File: src/rtl/mult_seq_ctrl_if.sv
// Requester-side handshake bundle for mult_seq_ctrl.
//   start   : job request, accepted on a clock edge where start=1 and ready=1
//   A, X    : multiplicand / multiplier, sampled at acceptance
//   ready   : controller idle and able to accept
//   busy    : job in progress (multiplier clear or serial feed)
//   done    : one-cycle pulse, product valid
//   product : exact unsigned A*X, held from done until the next acceptance
// Modports: master = requester (MAC/accumulator control), slave = controller.
interface mult_seq_ctrl_if #(
  parameter int unsigned N = 8,
  parameter int unsigned M = 8
);
  logic           start;
  logic [N-1:0]   A;
  logic [M-1:0]   X;
  logic           ready;
  logic           busy;
  logic           done;
  logic [N+M-1:0] product;

  modport master (
    output start, A, X,
    input  ready, busy, done, product
  );

  modport slave (
    input  start, A, X,
    output ready, busy, done, product
  );
endinterface

File: src/rtl/mult_seq_ctrl.sv
// Sequencer for a bit-serial multiplier (MULT_full_seq).
// Accepts a parallel multiplicand A and multiplier X, clears the multiplier for one cycle, then
// streams A LSB-first followed by M zero bits into the serial input while collecting the serial
// product bits into an (N+M)-bit result, and finally pulses done.
//
// Ports:
//   clk, rst  : clock, synchronous active-high reset
//   req       : requester handshake (mult_seq_ctrl_if.slave)
//   mult_rst  : reset to the multiplier (rst OR clear phase)
//   mult_a    : serial multiplicand bit to the multiplier
//   mult_X    : latched multiplier operand, stable from acceptance to done
//   mult_aX   : serial product bit from the multiplier, LAT cycles behind mult_a
//
// Build option: define MULT_SEQ_CTRL_EARLY_TERM_EN to shorten the feed to the highest set bit
// of A (plus M + LAT), and to skip the feed entirely when A is zero.
module mult_seq_ctrl #(
  parameter int unsigned N   = 8,
  parameter int unsigned M   = 8,
  parameter int unsigned LAT = 1
) (
  input  logic             clk,
  input  logic             rst,
  mult_seq_ctrl_if.slave   req,
  output logic             mult_rst,
  output logic             mult_a,
  output logic [M-1:0]     mult_X,
  input  logic             mult_aX
);

  localparam int unsigned L  = N + M + LAT;
  localparam int unsigned PW = N + M;
  localparam int unsigned CW = $clog2(L + 1);

  typedef enum logic [1:0] {StIdle, StClr, StFeed, StDone} state_e;

  state_e          state_q, state_d;
  logic [N-1:0]    a_sh_q, a_sh_d;
  logic [M-1:0]    x_q, x_d;
  logic [PW-1:0]   prod_q, prod_d;
  logic [CW-1:0]   cnt_q, cnt_d;
  logic [CW-1:0]   last_cnt;

`ifdef MULT_SEQ_CTRL_EARLY_TERM_EN
  logic [CW-1:0]   last_q, last_d;
  logic [CW-1:0]   top;

  // Index of the highest set bit of A; zero when A is zero (that case skips the feed).
  always_comb begin
    top = '0;
    for (int i = 0; i < N; i++) begin
      if (req.A[i]) top = CW'(i);
    end
  end

  assign last_cnt = last_q;
`else
  assign last_cnt = CW'(L - 1);
`endif

  always_comb begin
    state_d = state_q;
    a_sh_d  = a_sh_q;
    x_d     = x_q;
    prod_d  = prod_q;
    cnt_d   = cnt_q;
`ifdef MULT_SEQ_CTRL_EARLY_TERM_EN
    last_d  = last_q;
`endif

    unique case (state_q)
      StIdle: begin
        if (req.start) begin
          a_sh_d  = req.A;
          x_d     = req.X;
          prod_d  = '0;
          cnt_d   = '0;
`ifdef MULT_SEQ_CTRL_EARLY_TERM_EN
          last_d  = top + CW'(M + LAT);
`endif
          state_d = StClr;
        end
      end
      StClr: begin
`ifdef MULT_SEQ_CTRL_EARLY_TERM_EN
        // a_sh still holds the unshifted A here.
        if (a_sh_q == '0) state_d = StDone;
        else              state_d = StFeed;
`else
        state_d = StFeed;
`endif
      end
      StFeed: begin
        a_sh_d = a_sh_q >> 1;
        // Product bit j arrives LAT cycles after serial bit j was driven.
        for (int i = 0; i < PW; i++) begin
          if ((cnt_q >= CW'(LAT)) && ((cnt_q - CW'(LAT)) == CW'(i))) prod_d[i] = mult_aX;
        end
        cnt_d = cnt_q + CW'(1);
        if (cnt_q == last_cnt) state_d = StDone;
      end
      StDone: begin
        state_d = StIdle;
      end
      default: begin
        state_d = StIdle;
      end
    endcase
  end

  always_ff @(posedge clk) begin
    if (rst) begin
      state_q <= StIdle;
      a_sh_q  <= '0;
      x_q     <= '0;
      prod_q  <= '0;
      cnt_q   <= '0;
`ifdef MULT_SEQ_CTRL_EARLY_TERM_EN
      last_q  <= '0;
`endif
    end else begin
      state_q <= state_d;
      a_sh_q  <= a_sh_d;
      x_q     <= x_d;
      prod_q  <= prod_d;
      cnt_q   <= cnt_d;
`ifdef MULT_SEQ_CTRL_EARLY_TERM_EN
      last_q  <= last_d;
`endif
    end
  end

  always_comb begin
    req.ready   = (state_q == StIdle);
    req.busy    = (state_q == StClr) || (state_q == StFeed);
    req.done    = (state_q == StDone);
    req.product = prod_q;
    // Reset input goes straight through so a mid-job reset also clears the multiplier.
    mult_rst    = rst || (state_q == StClr);
    mult_a      = (state_q == StFeed) && (cnt_q < CW'(N)) && a_sh_q[0];
    mult_X      = x_q;
  end

endmodule

File: src/flat_wrapper.sv
// flat-port wrapper written by rule: the top's interface ports become plain ports
module mult_seq_ctrl_flat 
#(
  parameter int unsigned N   = 8,
  parameter int unsigned M   = 8,
  parameter int unsigned LAT = 1
)
  (clk, rst, mult_rst, mult_a, mult_X, mult_aX, req_start, req_A, req_X, req_ready, req_busy, req_done, req_product);
  mult_seq_ctrl_if #(.N(N), .M(M)) req_i ();
  input  logic clk;
  input  logic rst;
  output logic mult_rst;
  output logic mult_a;
  output logic [M-1:0] mult_X;
  input  logic mult_aX;
  input wire logic [$bits(req_i.start)-1:0] req_start;
  input wire logic [$bits(req_i.A)-1:0] req_A;
  input wire logic [$bits(req_i.X)-1:0] req_X;
  output wire logic [$bits(req_i.ready)-1:0] req_ready;
  output wire logic [$bits(req_i.busy)-1:0] req_busy;
  output wire logic [$bits(req_i.done)-1:0] req_done;
  output wire logic [$bits(req_i.product)-1:0] req_product;
  assign req_i.start = req_start;
  assign req_i.A = req_A;
  assign req_i.X = req_X;
  assign req_ready = req_i.ready;
  assign req_busy = req_i.busy;
  assign req_done = req_i.done;
  assign req_product = req_i.product;
  mult_seq_ctrl #(.N(N), .M(M), .LAT(LAT)) u_core (.clk(clk), .rst(rst), .req(req_i), .mult_rst(mult_rst), .mult_a(mult_a), .mult_X(mult_X), .mult_aX(mult_aX));
endmodule
File: config.mk
export PLATFORM = sky130hd
export DESIGN_NAME = mult_seq_ctrl_flat
export DESIGN_NICKNAME = d
export VERILOG_FILES = /design/src/rtl/mult_seq_ctrl_if.sv /design/src/rtl/mult_seq_ctrl.sv /design/src/flat_wrapper.sv
export SDC_FILE = /design/constraint.sdc
export NUM_CORES = 1
export LEC_CHECK = 0
export ABC_AREA = 1
export BUFFER_PORTS_ARGS = -buffer_cell sky130_fd_sc_hd__buf_2
export CORE_MARGIN = 5
export CORE_UTILIZATION = 44
export CTS_CLUSTER_DIAMETER = 30
export DETAILED_ROUTE_END_ITERATION = 16
export HOLD_SLACK_MARGIN = 0.12
export PLACE_DENSITY_LB_ADDON = 0.3
export SLEW_MARGIN = 20
export SYNTH_ARGS = -nofsm -noshare
export SYNTH_HDL_FRONTEND = slang
export SYNTH_SLANG_ARGS = --single-unit
File: constraint.sdc
create_clock -name clk -period 2.7 [get_ports clk]
set_input_delay 0.27 -clock clk [delete_from_list [all_inputs] [get_ports clk]]
set_output_delay 0.27 -clock clk [all_outputs]
set_load 0.005 [all_outputs]
# Word-level counts from Yosys, hierarchy flattened
# Cells that the tools add are included.
[totals]
ff_bits = 39
wordCells = 128
[op_classes]
magnitude_cmp = 2
addsub = 2
eq_ne = 37
muxes = 25
n_reduce_logical = 42
[op_table]
columns = ["cell", "n"]
rows = [
  ["AND reduction 3 bit", 16],
  ["equality test 5 x 4 -> 1 bit (second input constant)", 8],
  ["inequality test 2 x 1 -> 1 bit (second input constant)", 17],
  ["case mux 16 bit (2 select lines)", 1],
  ["equality test 5 x 3 -> 1 bit (second input constant)", 4],
  ["logical AND 1 bit", 18],
  ["2-to-1 mux 1 bit", 16],
  ["2-to-1 mux 16 bit", 1],
  ["case mux 8 bit (2 select lines)", 1],
  ["equality test 5 x 2 -> 1 bit (second input constant)", 2],
  ["case mux 5 bit (2 select lines)", 1],
  ["2-to-1 mux 8 bit", 1],
  ["case mux 2 bit (4 select lines)", 1],
  ["AND reduction 2 bit", 3],
  ["adder 5 x 1 -> 5 bit (second input constant)", 1],
  ["equality test 5 x 1 -> 1 bit (second input constant)", 1],
  ["equality test 5 bit (second input constant)", 1],
  [">= comparator 5 x 1 -> 1 bit (second input constant)", 1],
  ["zero test 5 bit", 1],
  ["< comparator 5 x 4 -> 1 bit (second input constant)", 1],
  ["2-to-1 mux 5 bit", 1],
  ["subtractor 5 x 1 -> 5 bit (second input constant)", 1],
  ["equality test 2 bit (second input constant)", 2],
  ["2-to-1 mux 2 bit", 2],
  ["5 further kinds", 6],
]

# Longest topological paths before layout
[depth]
ltp_word = 5
depth_mapped = 11
ltp_nobuf = 11

# Worst setup path after synthesis
# Ideal clock, no wire load.
[synth_timing]
kind = "flip-flop to flip-flop"
startpoint = "register u_core.cnt_q[0]"
endpoint = "register u_core.prod_q[10], in the netlist u_core.req.product[10]"
arrival_time_ns = 1.579
setup_time_ns = 0.115
path_slack_ns = 1.006
stages_incl_launch_ff = 11
synth_period_minus_slack_ns = 1.694
cell_sequence = "dfxtp_1 -> inv_1 -> ha_1 -> xnor2_2 -> inv_2 -> nor2_2 -> nand3_1 -> nand2_1 -> nand3_1 -> nand2_1 -> nor2_1"
[synth_via]
elab_chain_cells = 5
elab_cells_between_ends = 6
cone_classes = "add/sub: 1; order compare: 1; eq/ne: 2; reduce/logical: 2"
[synth_rtl]
columns = ["element", "line_no", "rtl"]
rows = [
  ["start, declared", "mult_seq_ctrl.sv:40", "logic [CW-1:0] cnt_q, cnt_d;"],
  ["start signal, assigned", "mult_seq_ctrl.sv:125", "cnt_q <= cnt_d;"],
  ["subtractor 5 x 1 -> 5 bit", "mult_seq_ctrl.sv:96", "if ((cnt_q >= CW'(LAT)) && ((cnt_q - CW'(LAT)) == CW'(i))) prod_d[i] = mult_aX;"],
  ["equality test 5 x 4 -> 1 bit", "mult_seq_ctrl.sv:96", ""],
  ["logical AND 1 bit *", "mult_seq_ctrl.sv:96", ""],
  ["inequality test 2 x 1 -> 1 bit (no line) *", "-", ""],
  ["AND reduction 3 bit (no line) *", "-", ""],
  ["end signal, assigned", "mult_seq_ctrl.sv:124", "prod_q <= prod_d;"],
  ["end, declared", "mult_seq_ctrl.sv:39", "logic [PW-1:0] prod_q, prod_d;"],
]
# Every way passes the cells marked *; elsewhere a longest branch is shown, timed or not.
# A chain may end at the register's enable or synchronous reset.

# Worst setup path in the final report
[layout_timing]
startpoint = "register u_core.state_q[0]"
endpoint = "register u_core.prod_q[0], in the netlist u_core.req.product[0]"
[layout_via]
elab_chain_cells = 3
elab_cells_between_ends = 7
cone_classes = "eq/ne: 3; mux: 1; reduce/logical: 3"
[layout_rtl]
columns = ["element", "line_no", "rtl"]
rows = [
  ["start, declared", "mult_seq_ctrl.sv:36", "state_e state_q, state_d;"],
  ["start signal, assigned", "mult_seq_ctrl.sv:112", "state_q <= StIdle;"],
  ["start signal, assigned", "mult_seq_ctrl.sv:121", "state_q <= state_d;"],
  ["equality test 2 bit or zero test 2 bit (tied branches)", "mult_seq_ctrl.sv:70", "unique case (state_q)"],
  ["inequality test 2 x 1 -> 1 bit (no line) (tied with other cells)", "-", ""],
  ["AND reduction 3 bit (no line)", "-", ""],
]
# Parallel ways exist; a longest one is shown, timed or not.

==> reports/results.ini <==
[clocking]
numCtsBuffers = 5
cts_resized = 0
clock_path_buffers = 2
htree_levels = 2
cts_root_buffer = clkbuf_8
post_cts_buffers = 0
worst_setup_hold_path_clk_slew_ns = 0.08
clk_latency_ns = 0.30
cts_tree = done
cts_sinks = 39
cts_hold_buf = 0

[synthesis]
yosysMostFrequentCell = nand2_1
synthCells = 288
yosysUniqueCellTypes = 27
avgSynthCellArea_sq_um = 6.93
synthArstFlopShare_pct = 0
yosysWarnings = 0
ys_top_cells_by_count = 67 x nand2_1, 39 x dfxtp_1, 36 x nor2_1, 34 x nand3_1, 21 x a21oi_1
yosysTopAreaCell = dfxtp_1
ys_ff_latch = 39
netlist_top_cells_area = dfxtp_1 39%, nand2_1 13%, nand3_1 8.5%, nor2_1 6.8%, ha_1 6.3%
synth.cell_area_sq_mm = 0.00200
synth-edff-count = 0
synthFlopType = dfxtp_1
yosysTopAreaCellShare_pct = 39.1
syn_nets = 318
synth_seq_area_share_pct = 39.1

[critical_path]
end_kind = flop
worstReg2RegStart = u_core.state_q[0]
path_delay_family = simple AND/OR/NAND/NOR gates
slowest_stage = nor2_2
cp_cell_sequence = inv_1 > ha_1 > inv_1 > nor2_1 > nor2_2 > buf_4 > nand3_1 > a21oi_1
worstSetupStartpointType = flop
crit_arrival_ns = 2.21
worstSetupStartpoint = u_core.state_q[0]
cp.required_ns = 2.93
crit_fanout = 26
critPathMaxStageDelay_ns = 0.45
worstSetupPathType = reg2reg
crit_top_cell = inv_1
path_buf_inv = 3

[power]
p_per_area_mw_per_mm2 = 1070
p_total_mw = 2.55
peakVddDrop_v = 0.000485
p_leak_nw = 1.12

[timing]
setup_viol = 0
finalHoldViolations = 0
max_freq_ghz = 0.504
maxSlewViolCount = 0
final.min_clock_period_ns = 1.98
finClkSkew_ns = 0.00810
rsz0062_at_grt = no
finalCritPeriodShare_pct = 73.5
tightest_slew_ns = 0.551
fin_ws_ns = 0.715
relSlewSlack_pct = 63.2
fin_tns_setup_ns = 0

[die]
io_pins = 49
dieArea_sq_mm = 0.00599
core-area_sq_mm = 0.00438
start_util_pct = 45.5
fp.dieH_microns = 77.4
die_w_microns = 77.4
fp-row-count = 24

[global_routing]
grt_max_degree = 30
grt_pass1_wl_mm = 8.16
antenna_found_initial = 0
grtUsageTotal_pct = 16.0
grt-ovfl-total = 0
grt_pass1_vias = 1841

[detailed_routing]
vias = 1934
drc = 0
firstDrtPassIters = 4
drt-wirelength-per-cell_microns = 11.8
ant_nets = 0
routed_wl_mm = 4.53
drtIter0Drc = 128
avgViaCountPerCell = 5.02

[min_path]
worstHoldStart = req_X[4]
min_path_type = in2reg

[placed_design]
pre_cts_ws_ns = 0.743
dpl.cell_count = 377
place.port_buffers = 48
place.gp.congestion = 0.779
dp_hpwl_mm = 3.32

[layout]
synthToLayoutAreaGrowth_pct = 18.7
diodes = 0
fin_cells = 385
final_layout_size_suffix_gt1_share_pct = 23.1
fin_nets = 362

[run]
maxCapViolCount = 0

[run_status]
status = completed

cells by family after synthesis:
group                    count (synthesis)  synth area share, %
AND/OR/NAND/NOR                        153                 32.8
AO/OA/AOI/OAI                           51                 13.8
flip-flops                              39                 39.1
buffers and inverters                   33                 6.70
adder cells (fa/ha/maj)                 10                 6.27
XOR/XNOR                                 2                 1.25
worst paths after layout:
check / to / slack, ns / depth (start not counted)
setup / recovery: u_core.req.product[0] / 0.72 / 8
hold / removal: u_core.mult_X[4] / 0.23 / 3
setup reg to reg: u_core.req.product[0] / 0.72 / 8
hold reg to reg: u_core.req.product[12] / 0.47 / 2
registers in the layout, indices dropped and copies added (netlist names):
name	flops
u_core.cnt_q	5
u_core.state_q	2
u_core.req.product	16
u_core.mult_X	8
u_core.a_sh_q	8
placed cells by master, fill, tap and decap left out, drive strengths merged:
cell / count
nand4: 1
and3: 1
a211oi: 2
nor3: 2
clkinv: 1
dfxtp: 39
a31oi: 7
or2: 1
o21ai: 21
clkinvlp: 1
a21oi: 21
buf: 52
nand3: 34
xnor2: 1
inv: 17
nand2: 71
ha: 10
nor3b: 1
nor2: 42
clkbuf: 7
xor2: 1
final cells by class:
cell class	instances	area (sq um)
Clock buffer	7	96.3
Clock inverter	1	7.51
Fill cell	440	2010
Inverter	18	67.6
Multi-Input combinational cell	216	1080
Sequential cell	39	781
Tap cell	52	65.1
Timing Repair Buffer	52	270
metal layers:
metal	GRT usage [%]	wire, microns	part of all wire, %	up-vias
li1	-	-	-	1027
met1	20.8	2160	48	853
met2	25.7	2030	45	46
met3	4.75	277	6.1	8
met4	4.81	61	1.3	0
met5	0	0	0	-
report_power, final:
group          internal, mW  total (mW)  switching, mW
clock                 0.232       0.439          0.206
combinational         0.472        1.25          0.778
sequential            0.761       0.857         0.0960
total                  1.47        2.55           1.08
worst min-delay path: stages:
cell and delay (ns):
buf_2 0.07, o21ai_0 0.07, nor2_1 0.08
through the flow:
step	hold slack, ns	util [%]	cell area, sq um
global route	0.216	54.1	2370
CTS	0.213	54.1	2370
finish	0.226	54.1	2370
global placement	0.448	51.7	2270
detailed placement	0.451	51.7	2270
floorplan	0.430	-	2000
(Power assumes the default switching activity.)
